File: src/rtl/cl2_pl_exu_wbck_if.sv
// Write-back bus bundle: ALU and LSU result handshakes, long-op issue,
// scoreboard queries and the regfile write port.
`ifndef CL2_XLEN
`define CL2_XLEN 32
`endif
`ifndef CL2_REGFILE_WIDTH
`define CL2_REGFILE_WIDTH 5
`endif

interface cl2_pl_exu_wbck_if #(
  parameter int unsigned XLEN = `CL2_XLEN,
  parameter int unsigned IDXW = `CL2_REGFILE_WIDTH
);
  // ALU result handshake
  logic            alu_vld_i;
  logic            alu_rdy_o;
  logic [IDXW-1:0] alu_idx_i;
  logic [XLEN-1:0] alu_dat_i;

  // LSU (long-op) result handshake
  logic            lsu_vld_i;
  logic            lsu_rdy_o;
  logic [IDXW-1:0] lsu_idx_i;
  logic [XLEN-1:0] lsu_dat_i;

  // Long-op issue marks its destination pending
  logic            lop_iss_i;
  logic [IDXW-1:0] lop_idx_i;

  // Scoreboard queries
  logic [IDXW-1:0] rs1_idx_i;
  logic [IDXW-1:0] rs2_idx_i;
  logic            rs1_busy_o;
  logic            rs2_busy_o;

  // Regfile write port
  logic            wd_wen_o;
  logic [IDXW-1:0] wd_idx_o;
  logic [XLEN-1:0] wd_dat_o;

  // Write-back block side
  modport slave (
    input  alu_vld_i, alu_idx_i, alu_dat_i,
    output alu_rdy_o,
    input  lsu_vld_i, lsu_idx_i, lsu_dat_i,
    output lsu_rdy_o,
    input  lop_iss_i, lop_idx_i,
    input  rs1_idx_i, rs2_idx_i,
    output rs1_busy_o, rs2_busy_o,
    output wd_wen_o, wd_idx_o, wd_dat_o
  );

  // Pipeline / environment side
  modport master (
    output alu_vld_i, alu_idx_i, alu_dat_i,
    input  alu_rdy_o,
    output lsu_vld_i, lsu_idx_i, lsu_dat_i,
    input  lsu_rdy_o,
    output lop_iss_i, lop_idx_i,
    output rs1_idx_i, rs2_idx_i,
    input  rs1_busy_o, rs2_busy_o,
    input  wd_wen_o, wd_idx_o, wd_dat_o
  );
endinterface

File: src/rtl/cl2_pl_exu_wbck.sv
// Execution-unit write-back arbiter with a long-op scoreboard.
// LSU results always win the single regfile write port; ALU results stall
// while an LSU result is offered. Writes are registered (one cycle latency).
// The scoreboard tracks registers whose long-op result has not yet landed.
`ifndef CL2_XLEN
`define CL2_XLEN 32
`endif
`ifndef CL2_REGFILE_WIDTH
`define CL2_REGFILE_WIDTH 5
`endif

module cl2_pl_exu_wbck #(
  parameter int unsigned XLEN = `CL2_XLEN,
  parameter int unsigned IDXW = `CL2_REGFILE_WIDTH
) (
  input logic              clk_i,
  input logic              rst_n_i,
  cl2_pl_exu_wbck_if.slave bus
);

  localparam int unsigned NREG = 2 ** IDXW;

  // Handshake / arbitration
  logic alu_xfer;
  logic lsu_xfer;

  // Registered write port
  logic            wd_wen_d, wd_wen_q;
  logic            wd_upd;
  logic [IDXW-1:0] wd_idx_d, wd_idx_q;
  logic [XLEN-1:0] wd_dat_d, wd_dat_q;

  // Scoreboard
  logic [NREG-1:0] pending_d, pending_q;
  logic [NREG-1:0] set_vec;
  logic [NREG-1:0] clr_vec;

  // LSU is never back-pressured; ALU yields whenever LSU offers a result
  always_comb begin
    bus.lsu_rdy_o = 1'b1;
    bus.alu_rdy_o = ~bus.lsu_vld_i;
    lsu_xfer      = bus.lsu_vld_i;
    alu_xfer      = bus.alu_vld_i & ~bus.lsu_vld_i;
  end

  // Select the winning transfer; x0 targets complete but never write
  always_comb begin
    wd_wen_d = 1'b0;
    wd_upd   = 1'b0;
    wd_idx_d = wd_idx_q;
    wd_dat_d = wd_dat_q;
    if (lsu_xfer) begin
      wd_wen_d = (bus.lsu_idx_i != '0);
      wd_idx_d = bus.lsu_idx_i;
      wd_dat_d = bus.lsu_dat_i;
    end else if (alu_xfer) begin
      wd_wen_d = (bus.alu_idx_i != '0);
      wd_idx_d = bus.alu_idx_i;
      wd_dat_d = bus.alu_dat_i;
    end
    // Index/data only move on a real write so they keep the last written values
    wd_upd = wd_wen_d;
  end

  // Write-port register
  always_ff @(posedge clk_i or negedge rst_n_i) begin
    if (!rst_n_i) begin
      wd_wen_q <= 1'b0;
      wd_idx_q <= '0;
      wd_dat_q <= '0;
    end else begin
      wd_wen_q <= wd_wen_d;
      if (wd_upd) begin
        wd_idx_q <= wd_idx_d;
        wd_dat_q <= wd_dat_d;
      end
    end
  end

  // Scoreboard next state: LSU completion clears, issue sets (issue wins a tie)
  always_comb begin
    set_vec = '0;
    clr_vec = '0;
    if (bus.lop_iss_i && (bus.lop_idx_i != '0)) begin
      set_vec = NREG'(1) << bus.lop_idx_i;
    end
    if (lsu_xfer) begin
      clr_vec = NREG'(1) << bus.lsu_idx_i;
    end
    pending_d    = (pending_q & ~clr_vec) | set_vec;
    pending_d[0] = 1'b0;
  end

  // Scoreboard register
  always_ff @(posedge clk_i or negedge rst_n_i) begin
    if (!rst_n_i) begin
      pending_q <= '0;
    end else begin
      pending_q <= pending_d;
    end
  end

  // Busy covers pending long-ops plus the write still in flight to the regfile
  always_comb begin
    bus.rs1_busy_o = pending_q[bus.rs1_idx_i] |
                     (wd_wen_q && (wd_idx_q == bus.rs1_idx_i));
    bus.rs2_busy_o = pending_q[bus.rs2_idx_i] |
                     (wd_wen_q && (wd_idx_q == bus.rs2_idx_i));
  end

  // Drive the write port from the registers
  always_comb begin
    bus.wd_wen_o = wd_wen_q;
    bus.wd_idx_o = wd_idx_q;
    bus.wd_dat_o = wd_dat_q;
  end

endmodule

File: src/flat_wrapper.sv
// flat-port wrapper written by rule: the top's interface ports become plain ports
module cl2_pl_exu_wbck_flat 
#(
  parameter int unsigned XLEN = `CL2_XLEN,
  parameter int unsigned IDXW = `CL2_REGFILE_WIDTH
)
  (clk_i, rst_n_i, bus_alu_vld_i, bus_alu_idx_i, bus_alu_dat_i, bus_alu_rdy_o, bus_lsu_vld_i, bus_lsu_idx_i, bus_lsu_dat_i, bus_lsu_rdy_o, bus_lop_iss_i, bus_lop_idx_i, bus_rs1_idx_i, bus_rs2_idx_i, bus_rs1_busy_o, bus_rs2_busy_o, bus_wd_wen_o, bus_wd_idx_o, bus_wd_dat_o);
  cl2_pl_exu_wbck_if #(.XLEN(XLEN), .IDXW(IDXW)) bus_i ();
  input logic clk_i;
  input logic rst_n_i;
  input wire logic [$bits(bus_i.alu_vld_i)-1:0] bus_alu_vld_i;
  input wire logic [$bits(bus_i.alu_idx_i)-1:0] bus_alu_idx_i;
  input wire logic [$bits(bus_i.alu_dat_i)-1:0] bus_alu_dat_i;
  output wire logic [$bits(bus_i.alu_rdy_o)-1:0] bus_alu_rdy_o;
  input wire logic [$bits(bus_i.lsu_vld_i)-1:0] bus_lsu_vld_i;
  input wire logic [$bits(bus_i.lsu_idx_i)-1:0] bus_lsu_idx_i;
  input wire logic [$bits(bus_i.lsu_dat_i)-1:0] bus_lsu_dat_i;
  output wire logic [$bits(bus_i.lsu_rdy_o)-1:0] bus_lsu_rdy_o;
  input wire logic [$bits(bus_i.lop_iss_i)-1:0] bus_lop_iss_i;
  input wire logic [$bits(bus_i.lop_idx_i)-1:0] bus_lop_idx_i;
  input wire logic [$bits(bus_i.rs1_idx_i)-1:0] bus_rs1_idx_i;
  input wire logic [$bits(bus_i.rs2_idx_i)-1:0] bus_rs2_idx_i;
  output wire logic [$bits(bus_i.rs1_busy_o)-1:0] bus_rs1_busy_o;
  output wire logic [$bits(bus_i.rs2_busy_o)-1:0] bus_rs2_busy_o;
  output wire logic [$bits(bus_i.wd_wen_o)-1:0] bus_wd_wen_o;
  output wire logic [$bits(bus_i.wd_idx_o)-1:0] bus_wd_idx_o;
  output wire logic [$bits(bus_i.wd_dat_o)-1:0] bus_wd_dat_o;
  assign bus_i.alu_vld_i = bus_alu_vld_i;
  assign bus_i.alu_idx_i = bus_alu_idx_i;
  assign bus_i.alu_dat_i = bus_alu_dat_i;
  assign bus_alu_rdy_o = bus_i.alu_rdy_o;
  assign bus_i.lsu_vld_i = bus_lsu_vld_i;
  assign bus_i.lsu_idx_i = bus_lsu_idx_i;
  assign bus_i.lsu_dat_i = bus_lsu_dat_i;
  assign bus_lsu_rdy_o = bus_i.lsu_rdy_o;
  assign bus_i.lop_iss_i = bus_lop_iss_i;
  assign bus_i.lop_idx_i = bus_lop_idx_i;
  assign bus_i.rs1_idx_i = bus_rs1_idx_i;
  assign bus_i.rs2_idx_i = bus_rs2_idx_i;
  assign bus_rs1_busy_o = bus_i.rs1_busy_o;
  assign bus_rs2_busy_o = bus_i.rs2_busy_o;
  assign bus_wd_wen_o = bus_i.wd_wen_o;
  assign bus_wd_idx_o = bus_i.wd_idx_o;
  assign bus_wd_dat_o = bus_i.wd_dat_o;
  cl2_pl_exu_wbck #(.XLEN(XLEN), .IDXW(IDXW)) u_core (.clk_i(clk_i), .rst_n_i(rst_n_i), .bus(bus_i));
endmodule
File: config.mk
export PLATFORM = sky130hd
export DESIGN_NAME = cl2_pl_exu_wbck_flat
export DESIGN_NICKNAME = d
export VERILOG_FILES = /design/src/rtl/cl2_pl_exu_wbck_if.sv /design/src/rtl/cl2_pl_exu_wbck.sv /design/src/flat_wrapper.sv
export SDC_FILE = /design/constraint.sdc
export NUM_CORES = 1
export LEC_CHECK = 0
export CORE_UTILIZATION = 41
export DETAILED_ROUTE_END_ITERATION = 10
export PLACE_DENSITY = 0.74
export SYNTH_ARGS = -nofsm -noshare
export SYNTH_HDL_FRONTEND = slang
export SYNTH_SLANG_ARGS = --single-unit
File: constraint.sdc
create_clock -name clk_i -period 2.3 [get_ports clk_i]
set_input_delay 0.345 -clock clk_i [delete_from_list [all_inputs] [get_ports clk_i]]
set_output_delay 0.345 -clock clk_i [all_outputs]
set_load 0.005 [all_outputs]
* Word-level counts from Yosys, hierarchy flattened
Index checks and enable logic that the tools add are counted.
W data, S select, Z words.
** Word-level totals
- Flip-flop bits (word level) :: 69
- Input port bits :: 94
- Output and inout port bits :: 42
- Word-level logic and storage cells :: 37
** Operators by class
- Magnitude comparators :: 2
- Eq/ne operators :: 2
- Shifts and indexed selects :: 2
- Multiplexer cells :: 12
- Bitwise gates (word level) :: 7
- Reductions and logical operators :: 8
** Operator list (count)
- $mux W32 :: 4
- $shl A1 B5 Y32 const A :: 2
- $and A32 B32 Y32 :: 1
- $not A32 Y32 :: 1
- $or A32 B32 Y32 :: 1
- $reduce_bool A5 Y1 :: 3
- $lt A5 B6 Y1 const B :: 2
- $bmux W1 S5 :: 2
- $eq A5 B5 Y1 :: 2
- $mux W5 :: 2
- $mux W1 :: 4
- $logic_and A1 B1 Y1 :: 3
- $or A1 B1 Y1 :: 2
- $reduce_and A2 Y1 :: 1
- $reduce_bool A2 Y1 :: 1
- $and A1 B1 Y1 :: 1
- $not A1 Y1 :: 1

* Depth between registers and ports, before layout
Gate-level depths: netlist of the first run.
- Depth in word-level cells :: 5
- Mapped depth :: 7
- Depth with buffers taken out :: 4

* Worst setup path before layout of the first run
Ideal clock, no wire load.
- Kind :: input to output
- Start :: input bus_rs1_idx_i[1]
- End :: output bus_rs1_busy_o
- Arrival :: 1653 ps
- Required time :: 1955 ps
- Setup slack :: 302 ps
- Cell stages on the path :: 6
- Buffers on the path :: 2
- Cells stage by stage :: buf_2 -> buf_2 -> mux2i_1 -> mux4_2 -> a22o_1 -> o21ai_0
** Between the ends
- Cells in the longest elaborated chain, start to end :: 3
- Elaborated cells on any way between the ends :: 5
- Classes of those cells :: eq/ne (1); mux (2); bitwise (1); reduce/logical (1)
** RTL lines
- start, declared :: RTL line flat_wrapper.sv:21 : input wire logic [$bits(bus_i.rs1_idx_i)-1:0] bus_rs1_idx_i;
- $bmux W1 S5 or $eq A5 B5 Y1 (tied branches) :: RTL line cl2_pl_exu_wbck.sv:105, cl2_pl_exu_wbck.sv:106
- $mux W1 (not written as such) or $logic_and A1 B1 Y1 (tied branches) :: RTL line cl2_pl_exu_wbck.sv:105, cl2_pl_exu_wbck.sv:106
- $or A1 B1 Y1 * :: RTL line cl2_pl_exu_wbck.sv:105 : bus.rs1_busy_o = pending_q[bus.rs1_idx_i] |
- end, declared :: RTL line flat_wrapper.sv:23 : output wire logic [$bits(bus_i.rs1_busy_o)-1:0] bus_rs1_busy_o;
Every way passes the cells marked *; elsewhere a longest branch is shown, timed or not. The select of a mux whose other input is x is not followed.

* Worst setup path after layout of the first run
- Start :: register u_core.pending_q[14]
- End :: output bus_rs1_busy_o
** Between the ends
- Cells in the longest elaborated chain, start to end :: 3
** RTL lines
- start, declared :: RTL line cl2_pl_exu_wbck.sv:34 : logic [NREG-1:0] pending_d, pending_q;
- start signal, assigned :: RTL line cl2_pl_exu_wbck.sv:99 : pending_q <= pending_d;
- $bmux W1 S5 :: RTL line cl2_pl_exu_wbck.sv:105
- $mux W1 (not written as such) :: RTL line cl2_pl_exu_wbck.sv:105
- $or A1 B1 Y1 :: RTL line cl2_pl_exu_wbck.sv:105
Every way passes these cells. The select of a mux whose other input is x is not followed.

==> summary.txt, run 1 <==
die area -> 10100 um^2
Unique masters post-synth -> 33
Post-synth ARST share -> 100%
Worst setup EP type -> primary output
crit path kind -> flop to primary output
yosys warns -> 0
Inserted Diodes -> 0
pin count of the biggest net entering global routing -> 70
pre-CTS setup slack -> -0.574 ns
TritonCTS clock tree -> built
Mapped Nets -> 426
fin crit period -> 2.28 ns
P&R area growth vs syn -> 48.5%
GPL Wtd Cong -> 0.898
routed wire length -> 11300 um
DR DRC count -> 0
total grt overflow -> 0
pins over their slew limit -> 0
GRT Total Usage -> 23.0%
vias -> 3323
Routed WL per cell -> 18.2 um
fin crit share -> 99.2%
Final Util -> 63.4%
EDFF count, synth -> 0
Hold/Removal Path Class -> input pin to asynchronous set/reset pin
type of origin of the critical path -> flop
Yosys reg bits -> 69
share of layout cells above drive strength 1 -> 29.9%
Seq/Total Area, Yosys -> 43.4%
Pleak -> 2.44 nW
dpl hpwl -> 8700 um
Clock Skew -> 0 ns
area share of the largest cell type after synthesis -> 43.4%
vias in the first global route -> 3518
Synth Instances -> 332
PD cells -> 621 nW/um^2
failing checks -> negative hold slack
IO Pins -> 136
ys flop type -> dfrtp_1
initial DRC count -> 266
starting density of the core -> 42.7%
# clock sinks -> 69
status -> finished with violations
synthesized area per cell -> 12.0 um^2
Die Wd -> 101 um
clock latency on the worst-skew pair -> 0.35 ns
Synth area leaders -> dfrtp_1 43%, mux2_2 16%, o21ai_0 7.9%
final hold vios -> 3
initial antenna violation count -> 0
Std-Cell Rows -> 35
first-pass GRT wire length -> 17700 um
Hold Slack -> -0.000160 ns
Slew headroom -> 65.0%
I/O Buffers -> 134
RSZ-0062 raised after global routing -> true
setup ws final -> 0.0177 ns
Reg clk slew, reported paths -> 0.08 ns
clock root cell -> clkbuf_8
worst slew pin tran -> 0.525 ns
number of routed nets with antenna violations -> 0
CP Data Arrival Time -> 1.94 ns
final setup TNS -> 0 ns
Layout fillers -> 752
Max Fclk -> 438 MHz
CTS Hold Bufs -> 0
H-tree depth -> 3
CP max FO -> 3
Inserted Clock Buffers -> 9
Via density -> 5.36
Synth area leader -> dfrtp_1
Setup violations, final -> 0
DIE HEIGHT -> 101 um
worst endpoint required time -> 1.96 ns
Max Cap Viol -> 0
maximum VDD drop -> 0.309 mV
core area -> 9330 um^2
drt first pass iters -> 5
Max clock buf depth -> 2
# nets final -> 580
Synth Cell Area -> 3980 um^2
## cells by family (layout without fill, tap and decap cells)
group / after synthesis / in the layout / synth area share, %
other: 1 / 1 / 0.0942
buffers and inverters: 20 / 179 / 2.80
DFF: 69 / 69 / 43.4
muxes: 102 / 102 / 33.0
and+or+nand+nor: 57 / 57 / 8.58
AOI/OAI and AO/OA: 73 / 73 / 10.0
xor gates and xnor gates: 10 / 10 / 2.20
## per-stage QoR
| step | std cells | area (um^2) | power (mW) |
|---|---|---|---|
| final | 620 | 5910 | 3.67 |
| after global routing | 620 | 5910 | 3.85 |
| after CTS | 620 | 5910 | 3.68 |
| after detailed placement | 597 | 5610 | 2.64 |
| after global placement | 597 | 5610 | 2.60 |
| after floorplan | 332 | 3980 | 2.07 |
## where the power goes
| group | switching [mW] | leakage (nW) | internal [mW] |
|---|---|---|---|
| registers | 0.186 | 0.822 | 1.42 |
| clock network | 0.488 | 0.103 | 0.538 |
| logic | 0.374 | 1.52 | 0.669 |
| total | 1.05 | 2.44 | 2.62 |
## area by class of cell
| cell class | instances | area, um^2 | area share [%] |
|---|---|---|---|
| clock buffers | 10 | 138 | 2.33 |
| inverters | 1 | 3.75 | 0.0635 |
| clock inverters | 6 | 68.8 | 1.16 |
| repair buffers | 162 | 1640 | 27.8 |
| multi-input cells | 243 | 2170 | 36.8 |
| well taps | 129 | 161 | 2.73 |
| flip-flops and latches | 69 | 1730 | 29.2 |
## Yosys cell counts, drive strengths merged (2+ instances only)
cell / count
xnor2: 2
nand2: 7
or2: 8
nand4: 2
and2: 4
mux2: 76
mux2i: 16
clkbuf: 9
nand3: 7
nor2b: 10
dfrtp: 69
nand2b: 7
buf: 10
mux4: 10
nand3b: 6
xor2: 8
o21ai: 64
nor4: 2
a22o: 2
a221oi: 4
o31a: 2
## timing repair
item	CTS	global route
pin swaps	2	2
hold endpoints to repair	0	0
endpoints found under the setup margin	2	2
buffers inserted	5	0
gates resized for setup	22	0
gates cloned	2	0
## worst max-delay path, stage by stage, from the launching register on
cell	delay [ns]
dfrtp_1	0.43
mux4_2	0.51
a221oi_2	0.28
o31a_1	0.19
o21ai_1	0.07
buf_2	0.12
## flip-flops by register name, indices dropped and copies added, names as in the netlist
| name | cells |
|---|---|
| u_core.bus.wd_wen_o | 1 |
| u_core.pending_q | 31 |
| u_core.bus.wd_idx_o | 5 |
| u_core.bus.wd_dat_o | 32 |
## per-layer routing
layer / part of all wire, % / up-vias / global-route usage, % / routed length, um
li1: - / 1534 / - / -
met1: 41 / 1654 / 29.6 / 4660
met2: 52 / 121 / 39.6 / 5840
met3: 5.1 / 14 / 3.74 / 574
met4: 1.9 / 0 / 7.80 / 213
met5: 0 / - / 0 / 0
## layout by cell type (no fill, tap or decap), types with 3 or more instances in the layout
master | netlist | layout
clkbuf_8 | 0 | 10
nand2b_1 | 7 | 7
clkdlybuf4s50_1 | 0 | 124
or2_2 | 7 | 7
buf_2 | 5 | 4
xor2_1 | 8 | 8
and2_1 | 4 | 4
dlygate4sd2_1 | 0 | 4
mux4_2 | 10 | 10
nor2b_1 | 10 | 10
nand3_1 | 7 | 7
mux2_4 | 19 | 19
nand3b_1 | 6 | 6
o21ai_0 | 63 | 61
mux2i_1 | 16 | 16
dfrtp_1 | 69 | 69
buf_12 | 0 | 5
nand2_1 | 7 | 7
o21ai_1 | 1 | 3
buf_4 | 2 | 21
mux2_2 | 57 | 57
## worst paths after layout
kind	end	cells past startpoint	slack [ns]	from
worst max-delay path	bus_rs1_busy_o	5	0.02	u_core.pending_q[14]$_DFF_PN0_
worst min-delay path	u_core.pending_q[29]$_DFF_PN0_	2	-0.0002	rst_n_i
worst max register to register	u_core.bus.wd_idx_o[1]$_DFFE_PN0P_	1	1.45	u_core.bus.wd_idx_o[1]$_DFFE_PN0P_
worst min register to register	u_core.bus.wd_dat_o[7]$_DFFE_PN0P_	1	0.51	u_core.bus.wd_dat_o[7]$_DFFE_PN0P_
max in group asynchronous	u_core.bus.wd_dat_o[4]$_DFFE_PN0P_	2	1.98	rst_n_i
min in group clk_i	u_core.bus.wd_dat_o[7]$_DFFE_PN0P_	1	0.51	u_core.bus.wd_dat_o[7]$_DFFE_PN0P_
Note: power is estimated with default switching activity, not from simulation.
==> inputs of run 2 (changes only) <==
--- a/config.mk
+++ b/config.mk
@@ -5,9 +5,9 @@
 export SDC_FILE = /design/constraint.sdc
 export NUM_CORES = 1
 export LEC_CHECK = 0
-export CORE_UTILIZATION = 41
+export CORE_UTILIZATION = 46
 export DETAILED_ROUTE_END_ITERATION = 10
-export PLACE_DENSITY = 0.74
+export PLACE_DENSITY = 0.82
 export SYNTH_ARGS = -nofsm -noshare
 export SYNTH_HDL_FRONTEND = slang
 export SYNTH_SLANG_ARGS = --single-unit
==> run 2 against run 1 <==
The run now ends clean. Non-clock buffer count decreased by 1. Clock skew unchanged. Critical path depth increased by 2. Maximum frequency increased by 1.2%. Combinational power about the same. Final cell count decreased by 4.2%. Sequential share of layout area increased by 0.056 points.
==> summary.txt, run 2 (synthesis gave the netlist of run 1 again) <==
status -> finished clean
I/O Buffers -> 134
sequential share of power -> 43.3%
routed wire length -> 12200 um
Setup violations, final -> 0
first-pass GRT wire length -> 18600 um
slowest CP cell -> mux4_2
Max Cap Viol -> 0
initial DRC count -> 314
vias in the first global route -> 3583
CP delay by family, top -> buffers and inverters
Clock Skew -> 0 ns
die area -> 9030 um^2
dpl hpwl -> 9200 um
worst setup path endpoint -> bus_rs1_busy_o
Logic pwr share -> 28.2%
worst r2r src -> u_core.bus.wd_idx_o[2]$_DFFE_PN0P_
clock root cell -> clkbuf_8
CP Data Arrival Time -> 1.91 ns
Via density -> 5.72
Sw Ratio -> 28.4%
vias -> 3399
FF-to-FF setup slack -> 1.44 ns
Inserted Diodes -> 0
Reg clk slew, reported paths -> 0.07 ns
Hold/Removal Path Class -> input pin to asynchronous set/reset pin
crit path kind -> input pin to primary output
final hold vios -> 0
FF-to-FF End -> u_core.bus.wd_idx_o[2]$_DFFE_PN0P_
P_sw -> 1.07 mW
GRT Total Usage -> 28.0%
setup ws final -> 0.0441 ns
Slew headroom -> 64.3%
clock power share -> 28.5%
IO Pins -> 136
worst endpoint required time -> 1.96 ns
Inserted Clock Buffers -> 9
max reg flops -> 32
core area -> 8300 um^2
fin crit period -> 2.26 ns
Die Wd -> 95.0 um
CP bufs+invs -> 3
maximum VDD drop -> 0.415 mV
number of cells on the worst reg-to-reg path -> 1
critical path, cell by cell -> clkdlybuf4s15_2 -> bufbuf_16 -> mux2i_1 -> mux4_2 -> a22o_1 -> o21ai_1 -> buf_2
GPL Wtd Cong -> 0.919
Max clock buf depth -> 2
pre-CTS setup slack -> -0.584 ns
commonest non-fill, non-tap cell in the layout -> clkdlybuf4s50_1
clock latency on the worst-skew pair -> 0.35 ns
H-tree depth -> 3
Max Fclk -> 443 MHz
CP max FO -> 6
RSZ-0062 raised after global routing -> true
Pint -> 2.69 mW
P&R area growth vs syn -> 48.2%
starting density of the core -> 48.0%
share of layout cells above drive strength 1 -> 30.1%
PD cells -> 638 nW/um^2
Worst setup EP type -> primary output
pins over their slew limit -> 0
worst slew pin tran -> 0.536 ns
Std-Cell Rows -> 33
# nets final -> 579
Pleak -> 2.44 nW
Critical Path Stages -> 7
# clock sinks -> 69
TritonCTS clock tree -> built
DR DRC count -> 0
final setup TNS -> 0 ns
number of routed nets with antenna violations -> 0
pin count of the biggest net entering global routing -> 70
Routed WL per cell -> 20.6 um
type of origin of the critical path -> input pin
Worst setup startpoint -> bus_rs1_idx_i[1]
initial antenna violation count -> 0
DIE HEIGHT -> 95.0 um
fin crit share -> 98.1%
most frequent cells in the layout -> 124 x clkdlybuf4s50_1, 69 x dfrtp_1, 61 x o21ai_0
total grt overflow -> 0
max incr delay on CP -> 0.47 ns
drt first pass iters -> 4
run 2: changes by cell type in the layout (fill, tap and decap cells not counted), sizes merged:
cell | before | now
inv | 3 | 1
clkbuf | 10 | 9
clkinvlp | 1 | 2
buf | 30 | 29
bufinv | 1 | 2
run 2: power by group through the flow:
stage          sequential, mW  clock, mW  combinational (mW)
6_report                 1.63       1.07                1.06
5_1_grt                  1.65       1.14                1.14
4_1_cts                  1.62       1.09                1.06
3_5_place_dp             1.64          0                1.03
3_3_place_gp             1.62          0               0.988
2_1_floorplan            1.55          0               0.514
run 2: worst min path at each step:
stage	slack, ns	endpoint	depth (start not counted)
CTS	0.01	u_core.pending_q[22]$_DFF_PN0_	2
floorplan	0.05	u_core.bus.wd_dat_o[0]$_DFFE_PN0P_	0
global route	0.04	u_core.pending_q[14]$_DFF_PN0_	2
finish	0.008	u_core.pending_q[6]$_DFF_PN0_	2
global placement	0.39	u_core.pending_q[15]$_DFF_PN0_	2
detailed placement	0.39	u_core.pending_q[7]$_DFF_PN0_	2
run 2: cell type report:
type | instances | area [um^2]
inverter | 1 | 3.75
clock inverter | 6 | 88.8
timing repair buffer | 161 | 1640
tap | 105 | 131
sequential | 69 | 1730
fill | 596 | 2400
multi-input combinational | 243 | 2190
clock buffer | 9 | 124
run 2: per-layer routing:
metal / GRT usage (%) / vias to the layer above / part of all wire, %
li1: - / 1527 / -
met1: 33.3 / 1675 / 37
met2: 48.0 / 154 / 52
met3: 6.46 / 43 / 6.9
met4: 12.6 / 0 / 3.5
met5: 0 / - / 0
run 2: stage by stage:
step           hold slack (ns)  area [um^2]  utilization (%)  instances  power [mW]
2_1_floorplan           0.0494         3980                -        332        2.07
3_3_place_gp             0.388         5590             67.4        575        2.60
3_5_place_dp             0.394         5590             67.4        575        2.67
4_1_cts                 0.0136         5900             71.1        594        3.76
5_1_grt                 0.0368         5900             71.1        594        3.93
6_report               0.00847         5900             71.1        594        3.76
run 2: what timing repair did:
action                                  in CTS  in global routing
endpoints found under the setup margin       2                  2
pin swaps                                    4                  2
setup buffers                                2                  0
resized for setup                           25                  0
cloned                                       2                  0
hold buffers                                 0                  0
